File: src/rtl/tdd_frame_ctrl.sv
// TDD frame timing controller: frame counter, shadowed RX/TX windows, one-shot length adjust.
// Optional frame_no counter is compiled in with `define TDD_FRAME_CNT_EN.
module tdd_frame_ctrl #(
  parameter int FW = 24
) (
  input  logic          clk,
  input  logic          rst,
  input  logic          en,
  input  logic [FW-1:0] frame_len,
  input  logic [FW-1:0] rstart,
  input  logic [FW-1:0] rend,
  input  logic [FW-1:0] tstart,
  input  logic [FW-1:0] tend,
  input  logic          adj_req,
  input  logic [FW-1:0] frame_adj,
  output logic          adj_pending,
  output logic          ien,
  output logic          oen,
  output logic          sync,
  output logic [FW-1:0] fcnt,
  output logic [31:0]   frame_no
);

  logic [FW-1:0] fcnt_q, fcnt_d;
  logic [FW-1:0] len_q, len_d;
  logic [FW-1:0] rs_q, rs_d, re_q, re_d;
  logic [FW-1:0] ts_q, ts_d, te_q, te_d;
  logic [FW-1:0] adj_val_q, adj_val_d;
  logic          adj_pend_q, adj_pend_d;
  logic          run_q, run_d;
  logic          sync_q, sync_d;
  logic          ien_q, ien_d;
  logic          oen_q, oen_d;

  logic [FW+1:0] adj_ext;
  logic [FW+1:0] len_sum;
  logic [FW-1:0] len_new;

  function automatic logic win_active(input logic [FW-1:0] s, input logic [FW-1:0] e,
                                      input logic [FW-1:0] c);
    logic act;
    act = 1'b0;
    if (s < e)      act = (c >= s) && (c < e);
    else if (s > e) act = (c >= s) || (c < e);
    return act;
  endfunction

  // Extra headroom bits so a negative sum and an overflow are both visible before clamping.
  always_comb begin
    adj_ext = adj_pend_q ? {{2{adj_val_q[FW-1]}}, adj_val_q} : '0;
    len_sum = {2'b00, frame_len} + adj_ext;
    if (len_sum[FW+1] || (len_sum < (FW+2)'(2))) len_new = FW'(2);
    else if (len_sum[FW])                        len_new = '1;
    else                                         len_new = len_sum[FW-1:0];
  end

  always_comb begin
    fcnt_d     = fcnt_q;
    len_d      = len_q;
    rs_d       = rs_q;
    re_d       = re_q;
    ts_d       = ts_q;
    te_d       = te_q;
    adj_val_d  = adj_val_q;
    adj_pend_d = adj_pend_q;
    run_d      = run_q;
    sync_d     = 1'b0;
    ien_d      = 1'b0;
    oen_d      = 1'b0;

    if (adj_req && !adj_pend_q) begin
      adj_val_d  = frame_adj;
      adj_pend_d = 1'b1;
    end

    if (!en) begin
      run_d  = 1'b0;
      fcnt_d = '0;
    end else begin
      run_d = 1'b1;
      if (!run_q || (fcnt_q == len_q - FW'(1))) begin
        fcnt_d = '0;
        len_d  = len_new;
        rs_d   = rstart;
        re_d   = rend;
        ts_d   = tstart;
        te_d   = tend;
        sync_d = 1'b1;
        if (adj_pend_q) adj_pend_d = 1'b0;
      end else begin
        fcnt_d = fcnt_q + FW'(1);
      end
      // Windows are evaluated on the next count so the registered enables line up with fcnt.
      ien_d = win_active(rs_d, re_d, fcnt_d);
      oen_d = win_active(ts_d, te_d, fcnt_d);
    end
  end

  always_ff @(posedge clk) begin
    if (rst) begin
      fcnt_q     <= '0;
      len_q      <= '0;
      rs_q       <= '0;
      re_q       <= '0;
      ts_q       <= '0;
      te_q       <= '0;
      adj_val_q  <= '0;
      adj_pend_q <= 1'b0;
      run_q      <= 1'b0;
      sync_q     <= 1'b0;
      ien_q      <= 1'b0;
      oen_q      <= 1'b0;
    end else begin
      fcnt_q     <= fcnt_d;
      len_q      <= len_d;
      rs_q       <= rs_d;
      re_q       <= re_d;
      ts_q       <= ts_d;
      te_q       <= te_d;
      adj_val_q  <= adj_val_d;
      adj_pend_q <= adj_pend_d;
      run_q      <= run_d;
      sync_q     <= sync_d;
      ien_q      <= ien_d;
      oen_q      <= oen_d;
    end
  end

`ifdef TDD_FRAME_CNT_EN
  logic [31:0] frame_no_q, frame_no_d;

  always_comb frame_no_d = sync_d ? frame_no_q + 32'd1 : frame_no_q;

  always_ff @(posedge clk) begin
    if (rst) frame_no_q <= '0;
    else     frame_no_q <= frame_no_d;
  end

  assign frame_no = frame_no_q;
`else
  assign frame_no = '0;
`endif

  assign fcnt        = fcnt_q;
  assign sync        = sync_q;
  assign ien         = ien_q;
  assign oen         = oen_q;
  assign adj_pending = adj_pend_q;

endmodule

File: config.mk
export PLATFORM = sky130hd
export DESIGN_NAME = tdd_frame_ctrl
export DESIGN_NICKNAME = d
export VERILOG_FILES = /design/src/rtl/tdd_frame_ctrl.sv
export SDC_FILE = /design/constraint.sdc
export NUM_CORES = 1
export LEC_CHECK = 0
export ABC_AREA = 1
export BUFFER_PORTS_ARGS = -buffer_cell sky130_fd_sc_hd__buf_4
export CAP_MARGIN = 10
export CORE_ASPECT_RATIO = 1.5
export CORE_MARGIN = 2
export CORE_UTILIZATION = 59
export CTS_CLUSTER_DIAMETER = 80
export DETAILED_ROUTE_END_ITERATION = 10
export MAX_ROUTING_LAYER = met4
export PLACE_DENSITY = 0.92
export SYNTH_ARGS = -nofsm -noshare
export SYNTH_HDL_FRONTEND = slang
export SYNTH_SLANG_ARGS = --single-unit
File: constraint.sdc
create_clock -name clk -period 5.4 [get_ports clk]
set_input_delay 1.08 -clock clk [delete_from_list [all_inputs] [get_ports clk]]
set_output_delay 1.08 -clock clk [all_outputs]
set_load 0.03 [all_outputs]
# Word level (Yosys, flattened, before mapping)
# Index checks and enable logic that the tools add are counted.
# totals
regBits	173
output_inout_bits	60
wordCells	60
# classes
reduce_logical	11
n_addsub	3
n_eq_ne	1
n_lt_le_gt_ge	9
bitwise	1
mux	23
# ops
op	count
24-bit 2-to-1 mux	12
24-bit less-than comparator	4
24-bit greater-or-equal comparator	2
24-bit greater-than comparator	2
24-bit by 26-bit adder with 26-bit output	1
26-bit by 2-bit less-than comparator with 1-bit output (second input constant)	1
26-bit 2-to-1 mux	1
24-bit by 1-bit adder with 24-bit output (second input constant)	1
24-bit == test	1
24-bit by 1-bit subtractor with 24-bit output (second input constant)	1
1-bit 2-to-1 mux	10
1-bit logical OR	4
1-bit logical AND	3
1-bit logical NOT	2
2-bit AND reduction	1
2-bit OR reduction	1
1-bit NOT	1

# Depth between registers and ports, before layout
# depth
word_depth	9
ltp_mapped	50
depth_no_buf	47

# Least setup slack after synthesis
# No wires, ideal clock.
# synth_timing
path_type	reg-to-reg
from	reg len_q[0]
to	reg ien_q (netlist: ien)
required_time_ns	5.285
synth_period_minus_slack_ns	4.023
path_stages_with_launch	27
path_slack_ns	1.377
path_buffers	3
arrival_time_ns	3.908
path_cell_list	dfxtp_1 > inv_2 > ha_1 > nand3_4 > nor2_8 > nand2_2 > o21ai_2 > nand2_1 > nor2_1 > nand2_1 > nor2_2 > nand2_4 > nand2_8 > buf_12 > buf_2 > buf_2 > mux2i_1 > ha_1 > a21oi_1 > nor2_1 > a211oi_1 > nor2_1 > a2111o_1 > a221oi_1 > a41oi_1 > a21oi_1 > nor2_1
# synth_via
elab_chain_cells	9
elab_cells_between_ends	17
cone_classes	1 x add/sub; 4 x order compare; 1 x eq/ne; 8 x mux; 3 x reduce/logical
# synth_rtl
element	line_no	rtl
start: declaration	25	logic [FW-1:0] len_q, len_d;
start signal: assignment	115	len_q <= len_d;
24-bit by 1-bit subtractor with 24-bit output (*)	81	if (!run_q || (fcnt_q == len_q - FW'(1))) begin
24-bit == test (*)	81	
1-bit logical OR (*)	81	
24-bit 2-to-1 mux	81	
24-bit 2-to-1 mux	76	if (!en) begin
24-bit greater-or-equal comparator or 24-bit less-than comparator (tied branches)	43, 44	
1-bit logical OR	44	else if (s > e) act = (c >= s) || (c < e);
1-bit 2-to-1 mux	44	
1-bit 2-to-1 mux (*)	43	if (s < e) act = (c >= s) && (c < e);
end signal: assignment	124	ien_q <= ien_d;
end: declaration	32	logic ien_q, ien_d;
# Mark *: on every way between the ends. The rest lies on a longest branch, timed or not. The select of a mux whose other input is x is not followed.
# A chain may end at the register's enable or synchronous reset.

# Worst setup path after layout
# layout_timing
from	reg len_q[0]
to	reg oen_q (netlist: oen)
# layout_via
elab_chain_cells	9
elab_cells_between_ends	17
cone_classes	1 x add/sub; 4 x order compare; 1 x eq/ne; 8 x mux; 3 x reduce/logical
# layout_rtl
element	line_no	rtl
24-bit by 1-bit subtractor with 24-bit output (*)	81	
24-bit == test (*)	81	
1-bit logical OR (*)	81	
24-bit 2-to-1 mux	81	
24-bit 2-to-1 mux	76	
24-bit greater-or-equal comparator or 24-bit less-than comparator (tied branches)	43, 44	
1-bit logical OR	44	
1-bit 2-to-1 mux	44	
1-bit 2-to-1 mux (*)	43	
end signal: assignment	125	oen_q <= oen_d;
end: declaration	33	logic oen_q, oen_d;
# Marks and branches as above.

==> flow_metrics.tcl <==
set metrics [dict create \
    synthAdderAreaFrac 0.1519 \
    grt_max_degree 92 \
    cts_resized 0 \
    slew_headroom 0.2847 \
    clk_pin_slew_ns 0.07 \
    min_path_type "flip-flop to flip-flop" \
    vias 13820 \
    dr.pass1.iters 8 \
    synth_cells 2016 \
    die_w_um 128.5 \
    hold_violations 0 \
    vdd_ir_drop_max_uv 226.6 \
    drt-total-wl_mm 38.94 \
    period_share 0.8671 \
    worst-endpoint-arrival_ns 5.03 \
    cp_num_buf_inv 2 \
    synth_area_leaders "dfxtp_1 (25%), ha_1 (15%), nand2_1 (9.1%), nor2_1 (9.1%), inv_1 (6.0%)" \
    grt_pass1_wl_mm 62.96 \
    num_io_pins 208 \
    crit_path_max_fanout 91 \
    route.detailed.drc 0 \
    finalMaxSlewViolations 0 \
    setup_tns_ns 0 \
    power_leakage_nw 8.143 \
    synth-compound-area-share 0.1398 \
    routed_via_density 5.666 \
    wl_per_cell_um 15.96 \
    syn_area_um2 13730 \
    clk_latency_ns 0.45 \
    synth-seq-area-share 0.2523 \
    hpwl_mm 30.19 \
    crit_path_end_kind "flip-flop" \
    hold_buffers 0 \
    port_buffers 175 \
    critPathTopFamily "simple AND/OR/NAND/NOR gates" \
    dieArea_um2 24530 \
    dpl.cell_count 2407 \
    utilization 0.6815 \
    fmax_ghz 0.2136 \
    p_per_area_nw_per_um2 236.9 \
    status "complete, no violations" \
    grt_use_total 0.3305 \
    synth_cell_types 55 \
    initial_core_util 0.5975 \
    fin_cells 2439 \
    num_rows 68 \
    critPathKind "flip-flop to flip-flop" \
    area_delta_synth_final_pct 14.06 \
    htree_levels 4 \
    clock-root-buffer "clkbuf_16" \
    antenna_found_initial 0 \
    synth_top_area_frac 0.2523 \
    cts_setup_buffers 0 \
    critical_path.max_stage_delay_ns 0.63 \
    cap_violations 0 \
    gp_congestion 0.9954 \
    grt_pass1_vias 13686 \
    synth_mux_area_frac 0.03354 \
    cp-start-kind "flip-flop" \
    timing_worst_slew_pin_value_ns 1.065 \
    clock_sinks 173 \
    drt_iter0_drc 976 \
    synthSimpleGateAreaFrac 0.2833 \
    path_common_cell "nand2_1" \
    n_antenna_cell 0 \
    finalCriticalPeriod_ns 4.683 \
    synth-xor-area-share 0.03382 \
    synth_top_area_cell "dfxtp_1" \
    synth-seq-cells 173 \
    grt_setup_unrepaired "false" \
    numCtsBuffers 17 \
    max-clock-path-buffers 2 \
    cts_tree "done" \
    layout.nets 2460 \
    final_antenna_net_count 0 \
    grt-ovfl-total 0 \
    die_height_um 190.8 \
    skew_ns 0.01044 \
    n_fill_cell 1922 \
    hold_slack_ns 0.4599 \
    cpMaxStageDelayCell "nor3_1" \
    critPathRequiredTime_ns 5.74 \
    synth_top_family_by_area "simple AND/OR/NAND/NOR gates" \
    synth_area_per_cell_um2 6.809 \
    finalSetupViolCount 0 \
    yosysWarnings 0 \
    drive_above_1_share 0.1343 \
    core_um2 22970 \
]
[logic make-up (layout without fill, tap and decap cells)]
kind of cell / after synthesis / after routing
mux: 46 / 46
other cells: 1 / 32
xor+xnor: 53 / 53
flops: 173 / 173
compound gates: 347 / 347
fa+ha+maj: 166 / 166
buf+inv: 339 / 451
simple gates: 891 / 891
[cell type report]
type	instances	area (um^2)	area share
Clock buffer	21	460.4	0.02941
Clock inverter	11	131.4	0.008391
Inverter	228	860.8	0.05498
Multi-Input combinational cell	1535	8944	0.5712
Sequential cell	173	3463	0.2212
Tap cell	280	350.3	0.02238
Timing Repair Buffer	191	1446	0.09238
[tightest hold or removal path: stages (launching register included)]
cell	delay, ns
dfxtp_1	0.30
inv_1	0.06
a211oi_1	0.06
[synth_stat cells (all sizes together)]
master    n
a41oi     1
or2      23
nor4     18
a221oi    1
o2111a    1
inv     227
clkinv    1
nor3     40
o21ai   165
a21oi   121
nor2    348
and3      1
a21boi    1
ha      165
clkbuf   48
o21a      2
nand4    21
mux2i    46
o211ai    6
xnor2    21
a211oi   40
and2      3
o221ai    1
buf      63
nand3b    8
a2111o    1
conb      1
fa        1
nand3    83
o21bai    3
o221a     1
a21o      3
xor2     32
dfxtp   173
nand2   344
nor3b     2
[state kept, by name (all words and copies together), names as in the netlist]
signal	count
run_q	1
ien	1
sync	1
re_q	24
fcnt	24
te_q	24
rs_q	24
adj_val_q	24
oen	1
len_q	24
ts_q	24
adj_pending	1
[per-layer routing]
| metal | GRT usage | vias up | share of wire |
|---|---|---|---|
| met3 | 0.06397 | 164 | 0.062 |
| met5 | - | - | 0 |
| met1 | 0.3147 | 6271 | 0.35 |
| met4 | 0.2207 | 0 | 0.067 |
| li1 | - | 6837 | - |
| met2 | 0.5970 | 548 | 0.52 |
[power breakdown]
group / total (mW) / internal, mW / switching [mW]
Clock: 1.27 / 0.712 / 0.562
Combinational: 1.01 / 0.386 / 0.628
Sequential: 1.42 / 1.36 / 0.0569
[path summary, 6_finish.rpt]
kind                            slack (ns)  cells past startpoint              endpoint                   from
worst max register to register        0.72                     34        oen$_SDFF_PP0_  len_q[0]$_SDFFE_PP0P_
worst max-delay path                  0.72                     34        oen$_SDFF_PP0_  len_q[0]$_SDFFE_PP0P_
worst min-delay path                  0.46                      2  rs_q[5]$_SDFFE_PP0P_   rs_q[5]$_SDFFE_PP0P_
worst min register to register        0.46                      2  rs_q[5]$_SDFFE_PP0P_   rs_q[5]$_SDFFE_PP0P_
[cells in the final DEF (no fill, tap or decap), types with 39 or more instances in the layout]
cell / count
nand2_1: 334
nor2_1: 331
inv_1: 219
buf_4: 190
dfxtp_1: 173
ha_1: 165
o21ai_0: 159
a21oi_1: 121
nand3_1: 82
mux2i_1: 46
a211oi_1: 40
nor3_1: 39
[metrics by stage]
stage	setup slack, ns	instance area [um^2]	power, mW
final	0.7174	15660	3.708
after detailed placement	0.6890	15060	2.440
after CTS	0.6513	15650	3.700
after floorplan	1.377	13840	2.175
after global placement	0.9732	15060	2.404
after global routing	0.1829	15660	3.900
Power figures use the tool's default switching activity.
